File: src/rtl/xlsu_defs.sv
// ============================================================================
// Package : xlsu_defs
// Shared encodings for the xlsu load/store unit: access sizes, FSM states
// and the byte-lane mask helper.
// Revision: 1.0
// ============================================================================
`default_nettype none

package xlsu_defs;

    typedef enum logic [1:0] {
        SZ_B = 2'b00,
        SZ_H = 2'b01,
        SZ_W = 2'b10,
        SZ_D = 2'b11
    } size_e;

    typedef enum logic [0:0] {
        S_IDLE = 1'b0,
        S_BUS  = 1'b1
    } state_e;

    // Byte-lane mask of an access of the given size, before lane alignment
    function automatic logic [7:0] size_mask(input size_e size);
        case (size)
            SZ_B:    return 8'h01;
            SZ_H:    return 8'h03;
            SZ_W:    return 8'h0F;
            default: return 8'hFF;
        endcase
    endfunction

endpackage

`default_nettype wire

File: src/rtl/xlsu_lane.sv
// ============================================================================
// Module  : xlsu_lane
// Combinational byte-lane steering for a 64-bit Wishbone data bus: byte
// selects, store data placement, load data right-justification and the
// natural-alignment check.
// Revision: 1.0
// ============================================================================
`default_nettype none

module xlsu_lane
    import xlsu_defs::*;
(
    input  size_e       size,
    input  logic [2:0]  off,
    input  logic [63:0] sdat,
    input  logic [63:0] rdat_in,
    output logic [7:0]  sel,
    output logic [63:0] wdat,
    output logic [63:0] ldat,
    output logic        misal
);

    logic [5:0] bit_off;

    assign bit_off = {off, 3'b000};

    // Lane placement and alignment check for the current size/offset
    always_comb begin
        sel  = size_mask(size) << off;
        wdat = sdat << bit_off;
        ldat = rdat_in >> bit_off;
        case (size)
            SZ_B:    misal = 1'b0;
            SZ_H:    misal = off[0];
            SZ_W:    misal = |off[1:0];
            default: misal = |off;
        endcase
    end

endmodule

`default_nettype wire

File: src/rtl/xlsu.sv
// ============================================================================
// Module  : xlsu
// Load/store unit: one Wishbone classic cycle per request on a 64-bit
// byte-lane bus; loads write back through rd_o/rdat_o plus one strobe.
// Optional feature macro: XLSU_TIMEOUT_EN (bus timeout abort after
// TIMEOUT_CYCLES cycles without ack_i/err_i).
// Revision: 1.0
// ============================================================================
`default_nettype none

module xlsu
    import xlsu_defs::*;
#(
    parameter int TIMEOUT_CYCLES = 255
) (
    input  logic        clk_i,
    input  logic        reset_ni,
    input  logic        req_i,
    output logic        ready_o,
    input  logic        we_i,
    input  logic [1:0]  size_i,
    input  logic        uns_i,
    input  logic [63:0] addr_i,
    input  logic [63:0] sdat_i,
    input  logic [4:0]  rd_i,
    output logic        done_o,
    output logic        berr_o,
    output logic        misal_o,
    output logic [4:0]  rd_o,
    output logic [63:0] rdat_o,
    output logic        rzx8_o,
    output logic        rzx16_o,
    output logic        rzx32_o,
    output logic        rsx8_o,
    output logic        rsx16_o,
    output logic        rsx32_o,
    output logic        rsx64_o,
    output logic        cyc_o,
    output logic        stb_o,
    output logic        we_o,
    output logic [63:0] adr_o,
    output logic [7:0]  sel_o,
    output logic [63:0] dat_o,
    input  logic [63:0] dat_i,
    input  logic        ack_i,
    input  logic        err_i
);

    state_e     state;
    size_e      req_size;
    logic [2:0] req_off;
    logic       req_we;
    logic       req_uns;
    logic [4:0] req_rd;

    size_e      lane_size;
    logic [2:0] lane_off;
    logic [7:0] lane_sel;
    logic [63:0] lane_wdat;
    logic [63:0] lane_ldat;
    logic       lane_misal;
    logic       timeout;

    assign ready_o = (state == S_IDLE);

    // The lane block serves the incoming request while idle and the latched
    // request during the bus cycle, so a single instance suffices.
    assign lane_size = (state == S_IDLE) ? size_e'(size_i) : req_size;
    assign lane_off  = (state == S_IDLE) ? addr_i[2:0]     : req_off;

    xlsu_lane u_lane (
        .size    (lane_size),
        .off     (lane_off),
        .sdat    (sdat_i),
        .rdat_in (dat_i),
        .sel     (lane_sel),
        .wdat    (lane_wdat),
        .ldat    (lane_ldat),
        .misal   (lane_misal)
    );

`ifdef XLSU_TIMEOUT_EN
    localparam int CNT_W = $clog2(TIMEOUT_CYCLES + 1);
    localparam logic [CNT_W-1:0] CNT_LAST = CNT_W'(TIMEOUT_CYCLES - 1);

    logic [CNT_W-1:0] to_cnt;

    // Count unterminated bus cycles; idle keeps it cleared for the next entry
    always_ff @(posedge clk_i or negedge reset_ni) begin
        if (!reset_ni) begin
            to_cnt <= '0;
        end else if (state != S_BUS) begin
            to_cnt <= '0;
        end else if (!ack_i && !err_i) begin
            to_cnt <= to_cnt + CNT_W'(1);
        end
    end

    // Abort on the edge that closes the TIMEOUT_CYCLES-th waiting bus cycle
    assign timeout = (state == S_BUS) && (to_cnt == CNT_LAST) && !ack_i && !err_i;
`else
    localparam int unused_timeout_cycles = TIMEOUT_CYCLES;

    assign timeout = 1'b0;
`endif

    // Request acceptance, Wishbone cycle control and write-back pulses
    always_ff @(posedge clk_i or negedge reset_ni) begin
        if (!reset_ni) begin
            state    <= S_IDLE;
            req_size <= SZ_B;
            req_off  <= 3'd0;
            req_we   <= 1'b0;
            req_uns  <= 1'b0;
            req_rd   <= 5'd0;
            cyc_o    <= 1'b0;
            stb_o    <= 1'b0;
            we_o     <= 1'b0;
            adr_o    <= 64'd0;
            sel_o    <= 8'd0;
            dat_o    <= 64'd0;
            done_o   <= 1'b0;
            berr_o   <= 1'b0;
            misal_o  <= 1'b0;
            rd_o     <= 5'd0;
            rdat_o   <= 64'd0;
            rzx8_o   <= 1'b0;
            rzx16_o  <= 1'b0;
            rzx32_o  <= 1'b0;
            rsx8_o   <= 1'b0;
            rsx16_o  <= 1'b0;
            rsx32_o  <= 1'b0;
            rsx64_o  <= 1'b0;
        end else begin
            // All status and write-back strobes are single-cycle pulses
            done_o  <= 1'b0;
            berr_o  <= 1'b0;
            misal_o <= 1'b0;
            rzx8_o  <= 1'b0;
            rzx16_o <= 1'b0;
            rzx32_o <= 1'b0;
            rsx8_o  <= 1'b0;
            rsx16_o <= 1'b0;
            rsx32_o <= 1'b0;
            rsx64_o <= 1'b0;

            case (state)
                S_IDLE: begin
                    if (req_i) begin
                        if (lane_misal) begin
                            misal_o <= 1'b1;
                        end else begin
                            state    <= S_BUS;
                            req_size <= size_e'(size_i);
                            req_off  <= addr_i[2:0];
                            req_we   <= we_i;
                            req_uns  <= uns_i;
                            req_rd   <= rd_i;
                            cyc_o    <= 1'b1;
                            stb_o    <= 1'b1;
                            we_o     <= we_i;
                            adr_o    <= {addr_i[63:3], 3'b000};
                            sel_o    <= lane_sel;
                            dat_o    <= we_i ? lane_wdat : 64'd0;
                        end
                    end
                end

                S_BUS: begin
                    if (err_i || timeout) begin
                        // Error takes priority over a simultaneous ack
                        state  <= S_IDLE;
                        cyc_o  <= 1'b0;
                        stb_o  <= 1'b0;
                        we_o   <= 1'b0;
                        sel_o  <= 8'd0;
                        dat_o  <= 64'd0;
                        berr_o <= 1'b1;
                    end else if (ack_i) begin
                        state  <= S_IDLE;
                        cyc_o  <= 1'b0;
                        stb_o  <= 1'b0;
                        we_o   <= 1'b0;
                        sel_o  <= 8'd0;
                        dat_o  <= 64'd0;
                        done_o <= 1'b1;
                        // x0 loads finish the bus cycle but never write back
                        if (!req_we && (req_rd != 5'd0)) begin
                            rd_o   <= req_rd;
                            rdat_o <= lane_ldat;
                            case (req_size)
                                SZ_B: begin
                                    rzx8_o <= req_uns;
                                    rsx8_o <= !req_uns;
                                end
                                SZ_H: begin
                                    rzx16_o <= req_uns;
                                    rsx16_o <= !req_uns;
                                end
                                SZ_W: begin
                                    rzx32_o <= req_uns;
                                    rsx32_o <= !req_uns;
                                end
                                default: begin
                                    rsx64_o <= 1'b1;
                                end
                            endcase
                        end
                    end
                end

                default: begin
                    state <= S_IDLE;
                end
            endcase
        end
    end

endmodule

`default_nettype wire
File: config.mk
export PLATFORM = sky130hd
export DESIGN_NAME = xlsu
export DESIGN_NICKNAME = d
export VERILOG_FILES = /design/src/rtl/xlsu_defs.sv /design/src/rtl/xlsu_lane.sv /design/src/rtl/xlsu.sv
export SDC_FILE = /design/constraint.sdc
export NUM_CORES = 1
export LEC_CHECK = 0
export BUFFER_PORTS_ARGS = -buffer_cell sky130_fd_sc_hd__clkbuf_2
export CAP_MARGIN = 20
export CORE_AREA = 2 2 166 168
export CTS_BUF_LIST = sky130_fd_sc_hd__clkbuf_4
export DETAILED_ROUTE_END_ITERATION = 8
export DIE_AREA = 0 0 168 170
export PLACE_DENSITY = 0.74
export SYNTH_ARGS = -nofsm -noshare
export SYNTH_HDL_FRONTEND = slang
export SYNTH_SLANG_ARGS = --single-unit
File: constraint.sdc
create_clock -name clk_i -period 2.45 [get_ports clk_i]
set_clock_uncertainty 0.05 [all_clocks]
set_input_delay 0.1225 -clock clk_i [delete_from_list [all_inputs] [get_ports clk_i]]
set_output_delay 0.1225 -clock clk_i [all_outputs]
set_load 0.02 [all_outputs]
Yosys cells after proc, flatten, opt, wreduce, memory -nomap -nowiden
Index checks and enable logic that the tools add are counted.
{ "word_totals": {"regBits": 227, "latch_bits": 0, "ramBits": 0, "mem_bits_ro": 0, "input_bits": 206, "out_inout_bits": 219, "elab_cells": 119, "memories": 0} }
{ "classes": {"n_addsub": 0, "multipliers": 0, "div_mod_pow": 0, "order_cmp": 0, "n_eq_ne": 7, "shift": 3, "mux": 71, "bitwise": 3, "n_reduce_logical": 12} }
{ "ops": {"columns": ["cell", "count"], "rows": [
  ["2-to-1 mux 64 bit", 5],
  ["one-hot mux 64 bit (2 select lines)", 1],
  ["<< shifter 64 x 6 -> 64 bit", 1],
  [">> shifter 64 x 6 -> 64 bit", 1],
  ["2-to-1 mux 1 bit", 53],
  ["2-to-1 mux 8 bit", 4],
  ["one-hot mux 8 bit (3 select lines)", 1],
  ["one-hot mux 8 bit (2 select lines)", 1],
  ["<< shifter 8 x 3 -> 8 bit", 1],
  ["one-hot mux 1 bit (2 select lines)", 3],
  ["AND reduction 3 bit", 2],
  ["OR reduction 3 bit", 2],
  ["nonzero test 5 bit", 1],
  ["== test 2 x 1 -> 1 bit (second input constant)", 2],
  ["== test 2 bit (second input constant)", 2],
  ["logical NOT 2 bit", 2],
  ["inequality test 2 bit (second input constant)", 2],
  ["AND reduction 4 bit", 1],
  ["2-to-1 mux 3 bit", 1],
  ["inequality test 3 bit (second input constant)", 1],
  ["inverter 1 bit", 3],
  ["one-hot mux 1 bit (3 select lines)", 1],
  ["logical NOT 1 bit", 2],
  ["2-to-1 mux 2 bit", 1],
  ["2 further kinds", 2]
]} }

Logic depth before layout (Yosys ltp)
{ "depth": {"ltp_word": 7, "mapped_depth": 9, "mapped_depth_nobuf": 5} }

Modules after synthesis
From an unflattened synthesis, not the netlist that was laid out.
{ "unflattened": {"hier_cells": 981, "hier_area_um2": 11781.3} }
{ "by_module_without_submodules": {"columns": ["mod", "n_inst", "cells_each", "area_each_um2", "seq_area_each_um2"], "rows": [
  ["xlsu", 1, 510, 8533.2, 5680.4],
  ["xlsu_lane", 1, 471, 3248.1, 0.0]
]} }

Least setup slack after synthesis
No wires, ideal clock.
{ "synth_path": {"path_type": "reg-to-reg", "startpoint": "reg state", "endpoint": "reg dat_o[16]", "setup_ps": 121, "arrival_ps": 2208, "required_time_ps": 2279, "setup_slack_ps": 71, "stages_incl_launch_ff": 8, "path_buffers": 2, "period_less_slack_ps": 2379, "path_cell_list": "dfrtp_1 or3_1 a221o_1 a211o_1 and2_1 buf_2 buf_2 a22o_1"} }
{ "synth_via": {"elab_chain_cells": 6, "word_cells_on_any_way": 18, "classes_between": "eq/ne: 5; shift: 1; mux: 7; bitwise: 1; reduce/logical: 4"} }
{ "synth_lines": {"columns": ["item", "line_no", "source"], "rows": [
  ["from (decl)", "xlsu.sv:49", "state_e state;"],
  ["from (signal assigned)", "xlsu.sv:110", "state <= S_IDLE;"],
  ["from (signal assigned)", "xlsu.sv:153", "state <= S_BUS;"],
  ["from (signal assigned)", "xlsu.sv:172", "state <= S_IDLE;"],
  ["2-to-1 mux 3 bit", "xlsu.sv:69", "assign lane_off = (state == S_IDLE) ? addr_i[2:0] : req_off;"],
  ["<< shifter 64 x 6 -> 64 bit", "xlsu_lane.sv:30", "wdat = sdat << bit_off;"],
  ["2-to-1 mux 64 bit", "xlsu.sv:164", "dat_o <= we_i ? lane_wdat : 64'd0;"],
  ["2-to-1 mux 64 bit", "xlsu.sv:150", "if (lane_misal) begin"],
  ["2-to-1 mux 64 bit", "xlsu.sv:149", "if (req_i) begin"],
  ["one-hot mux 64 bit (2 select lines)", "xlsu.sv:147", "case (state)"],
  ["to (signal assigned)", "xlsu.sv:164", null],
  ["to (decl)", "xlsu.sv:43", "output logic [63:0] dat_o,"]
]} }
Several ways; a longest one is shown, not always the timed one. The select of a mux whose other input is x is not followed.
A chain may end at the register's enable or synchronous reset.

Worst setup path after layout
{ "layout_path": {"startpoint": "reg state", "endpoint": "reg dat_o[4]"} }
The elaborated chain is that of the path after synthesis.

==> impl_metrics.ini <==
[run_status]
status = finished, final reports clean

[critical_path]
arrival_ps = 2860
setup.worst_path.start = state$_DFF_PN0_
crit-reg2reg-launch = state$_DFF_PN0_
worst_path_largest_cell_delay_ps = 450
worstPathMaxFanout = 35
critPathCaptureType = flop
critical_path_required_ps = 2910
crit_type = reg2reg
cp_cell_sequence = or3_4 -> a221o_1 -> a211o_2 -> and2_4 -> buf_12 -> a22o_1
worst_setup_path_start_kind = flop
cpMaxStageDelayCell = dfrtp_2

[power_and_ir_drop]
clockPowerShare_pct = 22.1
irDropWorstVdd_uv = 619
fraction_of_power_consumed_by_sequential_logic_pct = 34.3
internal-power_mw = 9.61
total_power_mw = 16.7
power.leakage_nw = 9.00
power.density_cell_area_nw_per_um2 = 966
switching_share_of_power_pct = 42.5
power_switching_mw = 7.11
power.combinational.fraction_pct = 43.7

[timing]
fin_crit_sh_pct = 98.1
final-max-slew-violation-count = 0
hold_viol = 0
max_clock_freq_ghz = 0.416
grt_setup_unrepaired = yes
actual_slew_at_the_worst_max_slew_pin_ps = 651
fin_crit_ps = 2400
hold-worst-slack_ps = 60.7
setup_violations = 0
worst_slew_margin_rel_pct = 56.4

[die]
horizontal_die_dimension_microns = 168
design.die.area_sq_um = 28600
io-pin-count = 425
fp.coreArea_sq_um = 26700
core.rowCount = 60
die_h_microns = 170
floorplan.initialDensity_pct = 42.9

[placement]
detailed_place.area_sq_um = 14300
port-buffer-count = 421
placedCellCount = 1958
placed_wire_length_estimate_after_detailed_placement_mm = 31.6
routabilityCongestion = 0.986

[synth]
post-synth-top-area-fraction_pct = 49.7
ys_ff_latch = 227
synth_top_cells_by_area = dfrtp_1 (50%), nand2_1 (13%), mux2i_1 (7.9%)
post_synth.cell_area_avg_sq_um = 9.42
mappedNetlistArea_sq_um = 11400
netlist.top_cell.by_area = dfrtp_1
synth_flop_cell = dfrtp_1
synth.yosys.warnings = 0
seq_area_frac_synth_pct = 49.7
yosysUniqueCellTypes = 46
ys_async_sr_fraction_pct = 100
synthCells = 1214
number_of_flops_mapped_to_enable_cells_by_yosys = 0

[final_layout]
most-common-layout-cells = clkbuf_2 (420), nand2_1 (390), dfrtp_1 (225), dlygate4sd3_1 (207)
layout_commonest_cell = clkbuf_2
final-seq-area_sq_um = 5680
nNetsFinal = 2101
drive_above_1_share_pct = 32.8
area_used_by_multi_input_combinational_logic_sq_um = 5410
area.growth.synth_to_final_pct = 51.3
final_cells = 2282
final_instance_area_sq_um = 17300
fillCellCount = 2136

[clocking]
clock_tree_from_tritoncts = built
worst_skew_pair.late_latency_ps = 660
cts.reportedPaths.clkPinSlew_ps = 60
clk_path_buf_depth = 3
cts-buffers-inserted = 66
cts.repair_timing.setup_buffer_count = 0
cts-root-buf = clkbuf_4
cts_max_level = 3
clock-sinks = 227

[route]
finalWirelength_mm = 48.0
detail_route.drc_violations = 0
routed_via_density = 5.72
drt_first_pass_iters = 5
drt.antenna.violating_nets = 0
drt-wirelength-per-cell_microns = 21.0
drt_iter0_drc = 1297
vias = 13100

[min_path]
hold_path.startpoint = dat_i[7]
hp-class = in2reg

[grt]
via_count_of_the_first_global_routing_pass = 13100
overflow = 0
grt_max_degree = 69
grt.total_usage_pct = 32.7
grt_pass1_wl_mm = 73.1
antenna_found_initial = 1

[flow_run]
max-cap-violations = 0
-- worst max-delay path, delay by kind of cell (launching register included) --
kind	cells	cell delay, ps
AO/OA/AOI/OAI	3	970
AND/OR/NAND/NOR	2	600
flip-flops	1	450
buffers and inverters	1	180
-- cell type report --
| type | instances | area share, % |
|---|---|---|
| clock inverter | 25 | 1.03 |
| clock buffer | 87 | 3.77 |
| timing repair buffer | 706 | 28.6 |
| sequential | 227 | 32.8 |
| inverter | 1 | 0.0217 |
| multi-input combinational | 893 | 31.3 |
| tap | 341 | 2.47 |
| antenna | 2 | 0.0289 |
-- registers in the layout (all words and copies together), names as in the netlist, 2 cells and up --
register / flops
adr_o: 61
rd_o: 5
req_size: 2
req_off: 3
dat_o: 64
req_rd: 5
rdat_o: 64
sel_o: 8
-- synth_stat cells, types with 2 or more instances --
cell type,count
nor2_1,61
a31oi_1,17
a32oi_1,8
a221oi_1,8
buf_6,2
o22ai_1,20
and3b_1,2
mux2_2,10
o21ai_1,3
buf_4,4
clkbuf_1,48
nand3_1,33
nor4b_1,2
and2_1,4
a21o_1,3
mux4_2,16
or2_2,3
a32o_1,22
a22o_1,39
o21ai_0,46
o2bb2ai_1,28
nor3_1,9
nand2_1,390
a211oi_1,14
and3_1,2
nor2b_1,2
dfrtp_1,227
nand2b_1,3
a21oi_1,27
buf_2,33
buf_1,8
mux2i_1,90
o31ai_1,17
-- final timing paths --
kind / depth (start not counted) / slack [ps] / to
worst max-delay path: 6 / 50 / dat_o[4]$_DFFE_PN0P_
worst min register to register: 2 / 420 / adr_o[23]$_DFFE_PN0P_
min in group asynchronous: 3 / 430 / rdat_o[4]$_DFFE_PN0P_
worst max register to register: 6 / 50 / dat_o[4]$_DFFE_PN0P_
max in group asynchronous: 4 / 1220 / misal_o$_DFF_PN0_
worst min-delay path: 4 / 60 / rdat_o[7]$_DFFE_PN0P_
-- metal layers --
layer | wire length (microns) | track usage, % | vias to the layer above
met1 | 18400 | 40.4 | 6180
met2 | 21600 | 51.2 | 969
met4 | 3030 | 21.6 | 0
met3 | 4940 | 8.05 | 227
li1 | - | - | 5684
met5 | 0 | 0 | -
-- metrics by stage --
step                      setup WS [ps]  TNS [ps]  util, %
after floorplan                    71.2         0        -
after global placement             84.1         0     53.7
after detailed placement           38.4         0     53.7
after CTS                          29.5         0     64.7
after global routing              -12.3     -22.0     64.9
final                              45.7         0     64.9
-- cells by family after synthesis --
group | Yosys count | synth area share (%)
flip-flops | 227 | 49.7
AO/OA/AOI/OAI | 257 | 16.4
buffers and inverters | 96 | 3.77
AND/OR/NAND/NOR | 517 | 18.1
other | 1 | 0.0328
multiplexers | 116 | 12.0
-- repair_timing --
item	4_1_cts	5_1_grt
hold endpoints to repair	431	0
endpoints found under the setup margin	0	84
hold buffers	208	0
resized for setup	0	8
-- power by group through the flow --
stage | registers, mW | clock network (mW) | logic [mW]
2_1_floorplan | 7.00 | 0 | 2.69
3_3_place_gp | 5.71 | 0 | 6.73
3_5_place_dp | 5.74 | 0 | 6.80
4_1_cts | 5.69 | 3.76 | 7.11
5_1_grt | 5.85 | 3.97 | 7.76
6_report | 5.73 | 3.69 | 7.30
(Power assumes the default switching activity.)
